--- config.mk ---
export PLATFORM = sky130hd
export DESIGN_NAME = ytydla_cmac2mem_wb
export DESIGN_NICKNAME = d
export VERILOG_FILES = /design/src/rtl/ytydla_pkg.sv /design/src/rtl/ytydla_wb_fifo.sv /design/src/rtl/ytydla_cmac2mem_wb.sv
export SDC_FILE = /design/constraint.sdc
export NUM_CORES = 1
export LEC_CHECK = 0
export CORE_ASPECT_RATIO = 2
export CORE_UTILIZATION = 59
export DETAILED_ROUTE_END_ITERATION = 12
export DONT_BUFFER_PORTS = 1
export GPL_ROUTABILITY_DRIVEN = 0
export PLACE_DENSITY = 0.75
export SYNTH_ARGS = -nofsm -noshare
export SYNTH_HDL_FRONTEND = slang
export SYNTH_SLANG_ARGS = --single-unit
--- constraint.sdc ---
create_clock -name ytydla_core_clk -period 26.9 [get_ports ytydla_core_clk]
set_input_delay 6.725 -clock ytydla_core_clk [delete_from_list [all_inputs] [get_ports ytydla_core_clk]]
set_output_delay 6.725 -clock ytydla_core_clk [all_outputs]
set_load 0.005 [all_outputs]
--- src/rtl/ytydla_pkg.sv ---
// Shared types and constants for the CMAC-to-memory writeback path.
package ytydla_pkg;

    typedef enum logic [1:0] {
        ST_IDLE = 2'd0,
        ST_RUN  = 2'd1,
        ST_DONE = 2'd2
    } wb_state_e;

    localparam int WB_FIFO_DEPTH = 4;
    localparam int WB_ADDR_W     = 16;
    localparam int WORD_BYTES    = 4;

endpackage

--- src/rtl/ytydla_wb_fifo.sv ---
// Small synchronous result FIFO with a registered head word, so the
// consumer sees a flop output rather than an array read mux.
module ytydla_wb_fifo #(
    parameter int DEPTH = 4,
    parameter int W     = 32
) (
    input  logic         clk,
    input  logic         rst,
    input  logic         push,
    input  logic [W-1:0] wdata,
    input  logic         pop,
    output logic         full,
    output logic         empty,
    output logic [W-1:0] head
);
    localparam int AW = $clog2(DEPTH);

    logic [DEPTH-1:0][W-1:0] mem;
    logic [AW-1:0]           wr_ptr, rd_ptr, rd_nxt;
    logic [AW:0]             cnt;
    logic                    push_ok, pop_ok;

    assign full    = (cnt == (AW+1)'(DEPTH));
    assign empty   = (cnt == '0);
    assign push_ok = push && !full;
    assign pop_ok  = pop && !empty;
    assign rd_nxt  = rd_ptr + 1'b1;

    always_ff @(posedge clk or posedge rst) begin
        if (rst) begin
            mem    <= '0;
            wr_ptr <= '0;
            rd_ptr <= '0;
            cnt    <= '0;
            head   <= '0;
        end else begin
            if (push_ok) begin
                mem[wr_ptr] <= wdata;
                wr_ptr      <= wr_ptr + 1'b1;
            end
            if (pop_ok)
                rd_ptr <= rd_nxt;
            unique case ({push_ok, pop_ok})
                2'b10:   cnt <= cnt + 1'b1;
                2'b01:   cnt <= cnt - 1'b1;
                default: cnt <= cnt;
            endcase
            // Head follows the next-oldest entry; a push into an empty (or
            // draining-to-empty) FIFO bypasses straight into the head.
            if (pop_ok) begin
                if (cnt == (AW+1)'(1)) begin
                    if (push_ok)
                        head <= wdata;
                end else begin
                    head <= mem[rd_nxt];
                end
            end else if (push_ok && empty) begin
                head <= wdata;
            end
        end
    end

endmodule

--- src/rtl/ytydla_cmac2mem_wb.sv ---
// Writeback engine: buffers CMAC results and streams them as 32-bit writes
// to consecutive word addresses starting at the job base address.
module ytydla_cmac2mem_wb
    import ytydla_pkg::*;
#(
    parameter int FIFO_DEPTH = WB_FIFO_DEPTH,
    parameter int ADDR_W     = WB_ADDR_W
) (
    input  logic              ytydla_core_clk,
    input  logic              ytydla_core_rst,
    input  logic              cfg_start,
    input  logic [ADDR_W-1:0] cfg_base_addr,
    input  logic [15:0]       cfg_count,
    input  logic              cmac2wb_valid,
    input  logic [31:0]       cmac2wb_result,
    output logic              wb2cmac_ready,
    output logic              wb2mem_wr_en,
    output logic [ADDR_W-1:0] wb2mem_addr,
    output logic [31:0]       wb2mem_data,
    input  logic              mem2wb_wr_ack,
    output logic              wb_busy,
    output logic              wb_done
);
    wb_state_e         state;
    logic [ADDR_W-1:0] addr_q;
    logic [15:0]       count_q, acc_q, wr_q;
    logic              run, fifo_full, fifo_empty, push, pop;
    logic [31:0]       fifo_head;

    assign run           = (state == ST_RUN);
    assign wb2cmac_ready = run && !fifo_full && (acc_q < count_q);
    assign push          = cmac2wb_valid && wb2cmac_ready;
    assign wb2mem_wr_en  = run && !fifo_empty;
    // An ack with no write outstanding must not pop or advance anything.
    assign pop           = wb2mem_wr_en && mem2wb_wr_ack;
    assign wb2mem_addr   = wb2mem_wr_en ? addr_q : '0;
    assign wb2mem_data   = wb2mem_wr_en ? fifo_head : '0;
    assign wb_busy       = (state == ST_RUN) || (state == ST_DONE);
    assign wb_done       = (state == ST_DONE);

    ytydla_wb_fifo #(.DEPTH(FIFO_DEPTH), .W(32)) u_fifo (
        .clk   (ytydla_core_clk),
        .rst   (ytydla_core_rst),
        .push  (push),
        .wdata (cmac2wb_result),
        .pop   (pop),
        .full  (fifo_full),
        .empty (fifo_empty),
        .head  (fifo_head)
    );

    always_ff @(posedge ytydla_core_clk or posedge ytydla_core_rst) begin
        if (ytydla_core_rst) begin
            state   <= ST_IDLE;
            addr_q  <= '0;
            count_q <= '0;
            acc_q   <= '0;
            wr_q    <= '0;
        end else begin
            unique case (state)
                ST_IDLE: begin
                    if (cfg_start) begin
                        if (cfg_count != 16'd0) begin
                            addr_q  <= {cfg_base_addr[ADDR_W-1:2], 2'b00};
                            count_q <= cfg_count;
                            acc_q   <= '0;
                            wr_q    <= '0;
                            state   <= ST_RUN;
                        end else begin
                            state <= ST_DONE;
                        end
                    end
                end
                ST_RUN: begin
                    if (push)
                        acc_q <= acc_q + 16'd1;
                    if (pop) begin
                        addr_q <= addr_q + ADDR_W'(WORD_BYTES);
                        wr_q   <= wr_q + 16'd1;
                        if (wr_q == count_q - 16'd1)
                            state <= ST_DONE;
                    end
                end
                ST_DONE: state <= ST_IDLE;
                default: state <= ST_IDLE;
            endcase
        end
    end

endmodule
==> results of run 1 <==
==> per-stage QoR <==
stage	hold WS, ps	util	setup WS (ps)	std cells	area (um2)
after floorplan	463	-	13840	1003	11800
after global placement	481	0.618	16900	1212	12000
after detailed placement	489	0.618	16880	1212	12000
after CTS	502	0.657	16310	1250	12800
after global routing	515	0.657	16120	1250	12800
final	499	0.657	16330	1250	12800
==> layout make-up <==
| class | instances | area (um2) | share of cell area |
|---|---|---|---|
| sequential | 231 | 5780 | 0.452 |
| multi-input combinational | 678 | 5720 | 0.447 |
| clock buffer | 30 | 621 | 0.0486 |
| tap | 259 | 324 | 0.0254 |
| inverter | 35 | 139 | 0.0109 |
| clock inverter | 8 | 131 | 0.0103 |
| timing repair buffer | 9 | 67.6 | 0.00529 |
==> flip-flops by register name, summed over array words and instances (netlist names) <==
| signal | cells |
|---|---|
| u_fifo.mem | 128 |
| u_fifo.head | 32 |
| acc_q | 16 |
| count_q | 16 |
| wr_q | 16 |
| addr_q | 14 |
| u_fifo.cnt | 3 |
| state | 2 |
| u_fifo.rd_ptr | 2 |
| u_fifo.wr_ptr | 2 |
==> per-layer routing <==
layer,vias up,track usage,routed length (um)
li1,3664,-,-
met1,4123,0.309,9860
met2,192,0.523,15500
met3,67,0.0439,1300
met4,0,0.143,1310
met5,-,0,0
==> path summary, 6_finish.rpt <==
path	start	endpoint
setup / recovery	state[1]	wb2cmac_ready
hold / removal	u_fifo.mem[17]	u_fifo.mem[17]
setup reg to reg	state[1]	u_fifo.mem[77]
hold reg to reg	u_fifo.mem[17]	u_fifo.mem[17]
max in group asynchronous	ytydla_core_rst	u_fifo.mem[77]
min in group asynchronous	ytydla_core_rst	acc_q[2]
==> power groups by stage <==
stage               logic [mW]  clock network (mW)  registers (mW)
floorplan                0.454                   0           0.561
global placement         0.535                   0           0.600
detailed placement       0.550                   0           0.610
CTS                      0.554               0.330           0.604
global route             0.604               0.342           0.626
finish                   0.549               0.324           0.606
==> cells in the final DEF, fill, tap and decap left out, types with 3 or more instances in the layout <==
master	n
sky130_fd_sc_hd__a211oi_1	3
sky130_fd_sc_hd__clkbuf_8	4
sky130_fd_sc_hd__nand2b_1	4
sky130_fd_sc_hd__nand3_1	21
sky130_fd_sc_hd__ha_1	30
sky130_fd_sc_hd__inv_1	34
sky130_fd_sc_hd__nor4_1	7
sky130_fd_sc_hd__a21o_1	7
sky130_fd_sc_hd__dfrtp_1	229
sky130_fd_sc_hd__a21oi_1	38
sky130_fd_sc_hd__nand2_1	56
sky130_fd_sc_hd__or4_1	4
sky130_fd_sc_hd__a221o_1	33
sky130_fd_sc_hd__o31ai_1	5
sky130_fd_sc_hd__mux4_2	32
sky130_fd_sc_hd__and2_1	36
sky130_fd_sc_hd__clkbuf_16	22
sky130_fd_sc_hd__a31oi_1	4
sky130_fd_sc_hd__xnor2_1	24
sky130_fd_sc_hd__clkbuf_1	4
sky130_fd_sc_hd__o21ai_0	42
sky130_fd_sc_hd__nor2_1	30
sky130_fd_sc_hd__mux2_2	131
sky130_fd_sc_hd__o211ai_1	4
sky130_fd_sc_hd__mux2i_1	9
sky130_fd_sc_hd__nand4_1	17
sky130_fd_sc_hd__o22a_1	4
sky130_fd_sc_hd__xor2_1	11
sky130_fd_sc_hd__bufinv_16	3
sky130_fd_sc_hd__and4_1	6
sky130_fd_sc_hd__o22ai_1	8
sky130_fd_sc_hd__nand3_2	4
sky130_fd_sc_hd__buf_4	9
sky130_fd_sc_hd__and3_1	54
sky130_fd_sc_hd__or3_1	7
sky130_fd_sc_hd__nor3_1	8
==> kinds of logic (layout without fill, tap and decap cells) <==
kind of cell,after synthesis,after routing
adders and majority gates,31,31
other,1,2
DFF,231,231
AOI/OAI and AO/OA,173,173
muxes,172,172
and+or+nand+nor,265,265
buffers and inverters,94,82
xor gates and xnor gates,35,35
==> worst max-delay path: stages, from the launching register on <==
cell and delay, ps:
sky130_fd_sc_hd__dfrtp_1 400, sky130_fd_sc_hd__inv_1 90, sky130_fd_sc_hd__ha_2 160, sky130_fd_sc_hd__buf_4 590
sky130_fd_sc_hd__inv_1 440, sky130_fd_sc_hd__a211oi_1 360, sky130_fd_sc_hd__a21boi_0 560, sky130_fd_sc_hd__o211ai_1 300
sky130_fd_sc_hd__nand2_1 400
==> impl_summary.md, run 1 <==
Timing
Setup repair after global routing left no endpoint under its margin. For the pin with the worst max-slew slack, the measured transition is between 1000 and 1500 ps. The count of endpoints failing hold in the final timing report is 0.

The fraction of the cycle the final worst path needs is 0.393. After layout, the minimum clock period comes to roughly 11,000 ps. The clock skew is between 10 and 15 ps.

The number of failing setup endpoints in the final timing report is 0. The count of final max-slew check failures is 0. In this run the tightest slew margin relative to its limit is 0.254. The post-route setup TNS is 0 ps. The maximum clock rate is 94.6 MHz.

Yosys
The most used flip-flop cell after synthesis is sky130_fd_sc_hd__dfrtp_1. The simple-gate area share of the yosys netlist is 0.123. The biggest area contributor in the post-synthesis netlist is sky130_fd_sc_hd__dfrtp_1.

The share of the Yosys chip area taken by registers is 0.490. Yosys mapped the design onto 65 distinct sky130hd cell types. After synthesis the netlist holds a flip-flop and latch count of ~230.

Sorting the synthesized cells by area gives the leading types as sky130_fd_sc_hd__dfrtp_1 (49%), sky130_fd_sc_hd__mux2_2 (13%), sky130_fd_sc_hd__mux4_2 (6.1%). The number of warning messages in the yosys log is 0. The mux contribution to synthesized area is 0.194. Counting instances in the post-synthesis netlist gives the leading cell types as sky130_fd_sc_hd__dfrtp_1 (231), sky130_fd_sc_hd__mux2_2 (131), sky130_fd_sc_hd__nand2_1 (56).

Of the total synthesized cell area, the portion taken by XOR and XNOR cells is 0.0260. The combinational family with the most area after synthesis is multiplexers. The proportion of register bits with asynchronous set or reset after synthesis is 1.00. The mean area per synthesized cell is about 12 um2. Of the total synthesized cell area, the portion taken by full adders, half adders and majority gates is 0.0329. The fraction of the mapped netlist area in compound gates is 0.103. The post-synthesis cell count is 1,002. The number of enable flip-flop cells after synthesis is 0. The most repeated cell in the gate-level netlist after synthesis is sky130_fd_sc_hd__dfrtp_1. The synthesized cell area is ~12,000 um2. The area share of the largest cell type after synthesis is 0.490.

Power
The analysis attributes to net switching a power of a little over 0.5 mW. The switching fraction of total power is 0.344. The highest ir drop seen on vdd is about 0.000077 V. Internal power comes to 0.969 mW. Of the total power, combinational logic draws 0.371. The power per unit of standard cell area is 116 nW/um2. The part of the power in the clock network is 0.219.

The final total power is ~1.5 mW. The leakage power total is between 5 and 6 nW. The proportion of power drawn by flip-flops and latches is 0.410.

Critical path
The startpoint class of the critical path is a flip-flop. The data arrival at the endpoint of the critical path is approximately 3800 ps. The register-to-register path setup slack is roughly 22,000 ps. The type of the worst setup path is flip-flop to output port. The data required time of the worst path is around 20,000 ps.

The worst setup path is captured at an output port. The length in cells of the worst reg-to-reg path is 10. The maximum net fanout on the critical path is between 70 and 80.

Clocking
In this run the post-CTS setup repair buffer count came out at 0. At the later pin of the worst-skew pair, clock insertion delay measures roughly 520 ps. The H-tree level count is 1. The TritonCTS clock tree is done.

The buffer depth of the longest clock path is 3. Counting the buffers created by CTS gives 22. The number of hold buffers added after CTS was 0. The number of gates resized after CTS was 0.

The cell at the root of the clock tree is sky130_fd_sc_hd__clkbuf_16. Clock tree synthesis found a total of 231 sinks. After clock tree synthesis, the clock-pin slew on the worst setup and hold paths is around 60 ps.

GRT
The total grt overflow is 0. The number of antenna violations at the first check in global routing is 0. The largest net degree at the start of global routing is between 80 and 90.

The total track usage is 0.285. The first global-routing pass estimated between 40 and 50 mm of wire. The number of global-route vias before repair is approximately 8,600.

Finish
The antenna cell count is 0. Fill cells in the final layout number between 1,500 and 2,000. In the final layout, the share of cells above drive strength 1 is 0.229. The area growth from synthesis to final layout is 8.39%. The final-stage net count is 1,077.

Place
Port buffering added 0 buffers. The final HPWL from detailed placement is about 19 mm.

Floorplan
The horizontal extent of the die is between 100 and 150 um. The core area is about 19,000 um2. The effective utilization at floorplan is 0.606. The overall die area is about 21,000 um2. The floorplan has 72 rows. Measured along the y axis, the die boundary spans around 200 um. The number of top-level pins is around 120.

Run status
The run finished with clean final reports.

Job
The number of maximum-capacitance constraint violations is 0.

Drt
After detailed routing, the number of vias per cell comes to 6.44. The post-detailed-routing wire length is 27.9 mm. The residual antenna-violating net count after detailed routing is 0. The wire length per cell is approximately 22 um.

The routed layout has 8,046 vias. The number of DRC markers after the initial detailed-route iteration is 303. After detailed routing, the number of remaining DRC violations is 0. The pre-antenna-repair detailed-routing pass consisted of 4 iterations.

Worst hold path
The worst hold-check path type is flip-flop to flip-flop. Along the worst hold path, the cell count comes to 1.
No activity file was read; power rests on OpenSTA's default activity.
==> inputs of run 2 (changes only) <==
--- a/config.mk
+++ b/config.mk
@@ -6,11 +6,11 @@
 export NUM_CORES = 1
 export LEC_CHECK = 0
 export CORE_ASPECT_RATIO = 2
-export CORE_UTILIZATION = 59
+export CORE_UTILIZATION = 58
 export DETAILED_ROUTE_END_ITERATION = 12
 export DONT_BUFFER_PORTS = 1
 export GPL_ROUTABILITY_DRIVEN = 0
-export PLACE_DENSITY = 0.75
+export PLACE_DENSITY = 0.76
 export SYNTH_ARGS = -nofsm -noshare
 export SYNTH_HDL_FRONTEND = slang
 export SYNTH_SLANG_ARGS = --single-unit
==> constraint.sdc (replaced) <==
create_clock -name ytydla_core_clk -period 8.8 [get_ports ytydla_core_clk]
set_input_delay 2.2 -clock ytydla_core_clk [delete_from_list [all_inputs] [get_ports ytydla_core_clk]]
set_output_delay 2.2 -clock ytydla_core_clk [all_outputs]
set_load 0.005 [all_outputs]
==> impl_summary.md, run 2 (synthesized netlist as in run 1, its figures left out) <==
Drt
The number of design rule violations left after detail routing is 0 (unchanged). The number of search-and-repair iterations in the first detailed-routing pass came to 4 (unchanged). The number of DRC markers after the initial detailed-route iteration came to 394 (+30%). The via-per-instance ratio is 6.46 (+0.29%). The total via count in the routed design is 8,095 (+0.61%). The residual antenna-violating net count after detailed routing is 0 (unchanged).

The wire length per cell was 22.3 um (-0.37%). The post-detailed-routing wire length is 27.9 mm (about the same).

Finish
Leaving out fill and tap cells, the most frequent cell in the layout is sky130_fd_sc_hd__dfrtp_1. The number of flip-flops in the largest register is 128 (unchanged). The most flop-heavy register is u_fifo.mem. In the layout the commonest cells are sky130_fd_sc_hd__dfrtp_1 (229), sky130_fd_sc_hd__mux2_2 (131), sky130_fd_sc_hd__nand2_1 (56). The antenna cell count is 0 (unchanged).

The area growth from synthesis to final layout is 8.64%. The final-stage net count was 1,077 (unchanged). The largest registers in the layout are u_fifo.mem x128, u_fifo.head x32. The share of layout cells above drive strength 1 was 0.231 (+0.00179).

GRT
The total track usage is 0.281 (-0.00454). The total grt overflow came to 0 (unchanged). The number of antenna violations at the first check in global routing is 0 (unchanged). The largest net degree at the start of global routing is 151 (+74%). The first-pass GRT wire length is 44.9 mm (-0.11%).

The number of global-route vias before repair is 8,630 (+0.72%).

Floorplan
The effective utilization at floorplan is 0.592 (-0.0138). The number of top-level pins is 121 (unchanged). The number of rows created at floorplan is 73 (+1.4%). The core area is 19,900 um2 (+2.3%).

The horizontal extent of the die is 103 um (+0.84%). The overall die area was 20,900 um2 (+1.7%). The die height came to 204 um (+0.85%).

Timing
The final period demand of the worst path is about 6000 ps. The count of endpoints failing hold in the final timing report came to 0 (unchanged). Dividing the final minimum period by the clock period gives 0.685. The tightest slew margin relative to the limit was 0.281 (+0.0274). The post-route setup TNS is 0 ps (unchanged). The maximum clock rate is roughly 170 MHz. The slew at the pin closest to its max-slew limit is 1080 ps (-32.1 ps). The count of final max-slew check failures is 0 (unchanged). The number of failing setup endpoints in the final timing report is 0 (unchanged). Setup repair after global routing left no endpoint under its margin.

The clock skew was 15.9 ps (+5.00 ps). The final worst setup slack is 2780 ps (-13,560 ps).

Worst hold path
The worst hold-check path type is flip-flop to flip-flop. The cell count of the worst hold path is 1 (unchanged).

Critical path
The length in cells of the worst reg-to-reg path is 10 (unchanged). The maximum net fanout on the critical path is 79 (unchanged). The cell family with the largest share of critical-path delay is compound AO/OA/AOI/OAI gates.

Counting stages on the worst path, the most repeated cell is sky130_fd_sc_hd__inv_1. The worst setup path is captured at an output port. The biggest cell delay along the critical path came to 610 ps (+20 ps). The count of cell instances traversed by the critical path is 8 (unchanged). Walking the worst path, the cells encountered are inv_1 -> ha_2 -> buf_4 -> inv_1 -> a211oi_1 -> a21boi_0 -> o211ai_1 -> nand2_1. The data arrival at the endpoint of the critical path is 3820 ps (-20 ps). The data required time of the worst path was 6600 ps (-13,570 ps). The startpoint class of the critical path is a flip-flop. For this design, the slowest cell found on the critical path is sky130_fd_sc_hd__buf_4. The count of buffering cells on the critical path with inverters included is 3 (unchanged). The type of the worst setup path is flip-flop to output port.

Power
The power per unit of standard cell area came to 355 nW/um2 (+210%). The leakage power total is 5.74 nW (+0.35%). The highest ir drop seen on vdd is 0.000281 V (+260%).

Run status
The run finished with clean final reports.

Clocking
The clock slew at the register clock pins of the worst setup and hold paths is 70 ps (about the same). The number of buffers inserted to repair setup after CTS is 0 (unchanged). The cell at the root of the clock tree is sky130_fd_sc_hd__clkbuf_16. The number of buffers inserted during clock tree synthesis is 22 (unchanged). The count of hold-fix buffers inserted at cts came to 0 (unchanged). The number of clock sinks seen by CTS is 231 (unchanged).

The H-tree level count is 1 (unchanged). The buffer depth of the longest clock path is 3 (unchanged). The number of gates resized after cts was 0 (unchanged). The worst-skew pair later-pin latency is 510 ps (about the same). The TritonCTS clock tree is done.

Place
The port buffer count is 0 (unchanged). The minimum setup slack after placement came to 3310 ps (-13,570 ps). The final HPWL from detailed placement is 18.4 mm (-1.1%).

Job
The number of maximum-capacitance constraint violations is 0 (unchanged).
==> run 2: worst register-to-register path: cells and delay by family (launching register included) <==
family / cells / cell delay, ps
buffers and inverters: 3 / 1160
and+or+nand+nor: 2 / 1290
AOI/OAI and AO/OA: 3 / 1190
adders and majority gates: 1 / 160
DFF: 1 / 410
muxes: 1 / 620
==> run 2: area by class of cell <==
| cell class | instances | area (um2) |
|---|---|---|
| Multi-Input combinational cell | 678 | 5720 |
| Sequential cell | 231 | 5780 |
| Timing Repair Buffer | 9 | 67.6 |
| Inverter | 35 | 139 |
| Clock inverter | 8 | 121 |
| Clock buffer | 31 | 656 |
| Tap cell | 262 | 328 |
| Fill cell | 1611 | 7100 |
==> run 2: worst paths after layout <==
path | from | slack [ps] | end
setup / recovery | state[1] | 2780 | wb2cmac_ready
hold / removal | u_fifo.mem[85] | 500 | u_fifo.mem[85]
setup reg to reg | state[1] | 3850 | u_fifo.mem[122]
hold reg to reg | u_fifo.mem[85] | 500 | u_fifo.mem[85]
max in group asynchronous | ytydla_core_rst | 5270 | u_fifo.rd_ptr[1]
min in group asynchronous | ytydla_core_rst | 1760 | u_fifo.head[28]
==> run 2: metal layers <==
| metal | track usage | part of all wire |
|---|---|---|
| met1 | 0.299 | 0.35 |
| met2 | 0.512 | 0.55 |
| met5 | 0 | 0 |
| met3 | 0.0425 | 0.045 |
| met4 | 0.159 | 0.054 |
==> run 2: metrics by stage <==
step / cell area (um2) / total power [mW] / util / instances / hold WS [ps]
finish: 12800 / 4.54 / 0.643 / 1254 / 498
CTS: 12800 / 4.57 / 0.643 / 1254 / 501
global placement: 12000 / 3.47 / 0.604 / 1215 / 481
global route: 12800 / 4.82 / 0.643 / 1254 / 506
detailed placement: 12000 / 3.55 / 0.604 / 1215 / 488
floorplan: 11800 / 3.10 / - / 1003 / 463
==> run 2: power breakdown <==
| part | internal [mW] | total [mW] | switching, mW |
|---|---|---|---|
| Sequential | 1.51 | 1.85 | 0.335 |
| Clock | 0.608 | 1.02 | 0.408 |
| Combinational | 0.869 | 1.68 | 0.813 |
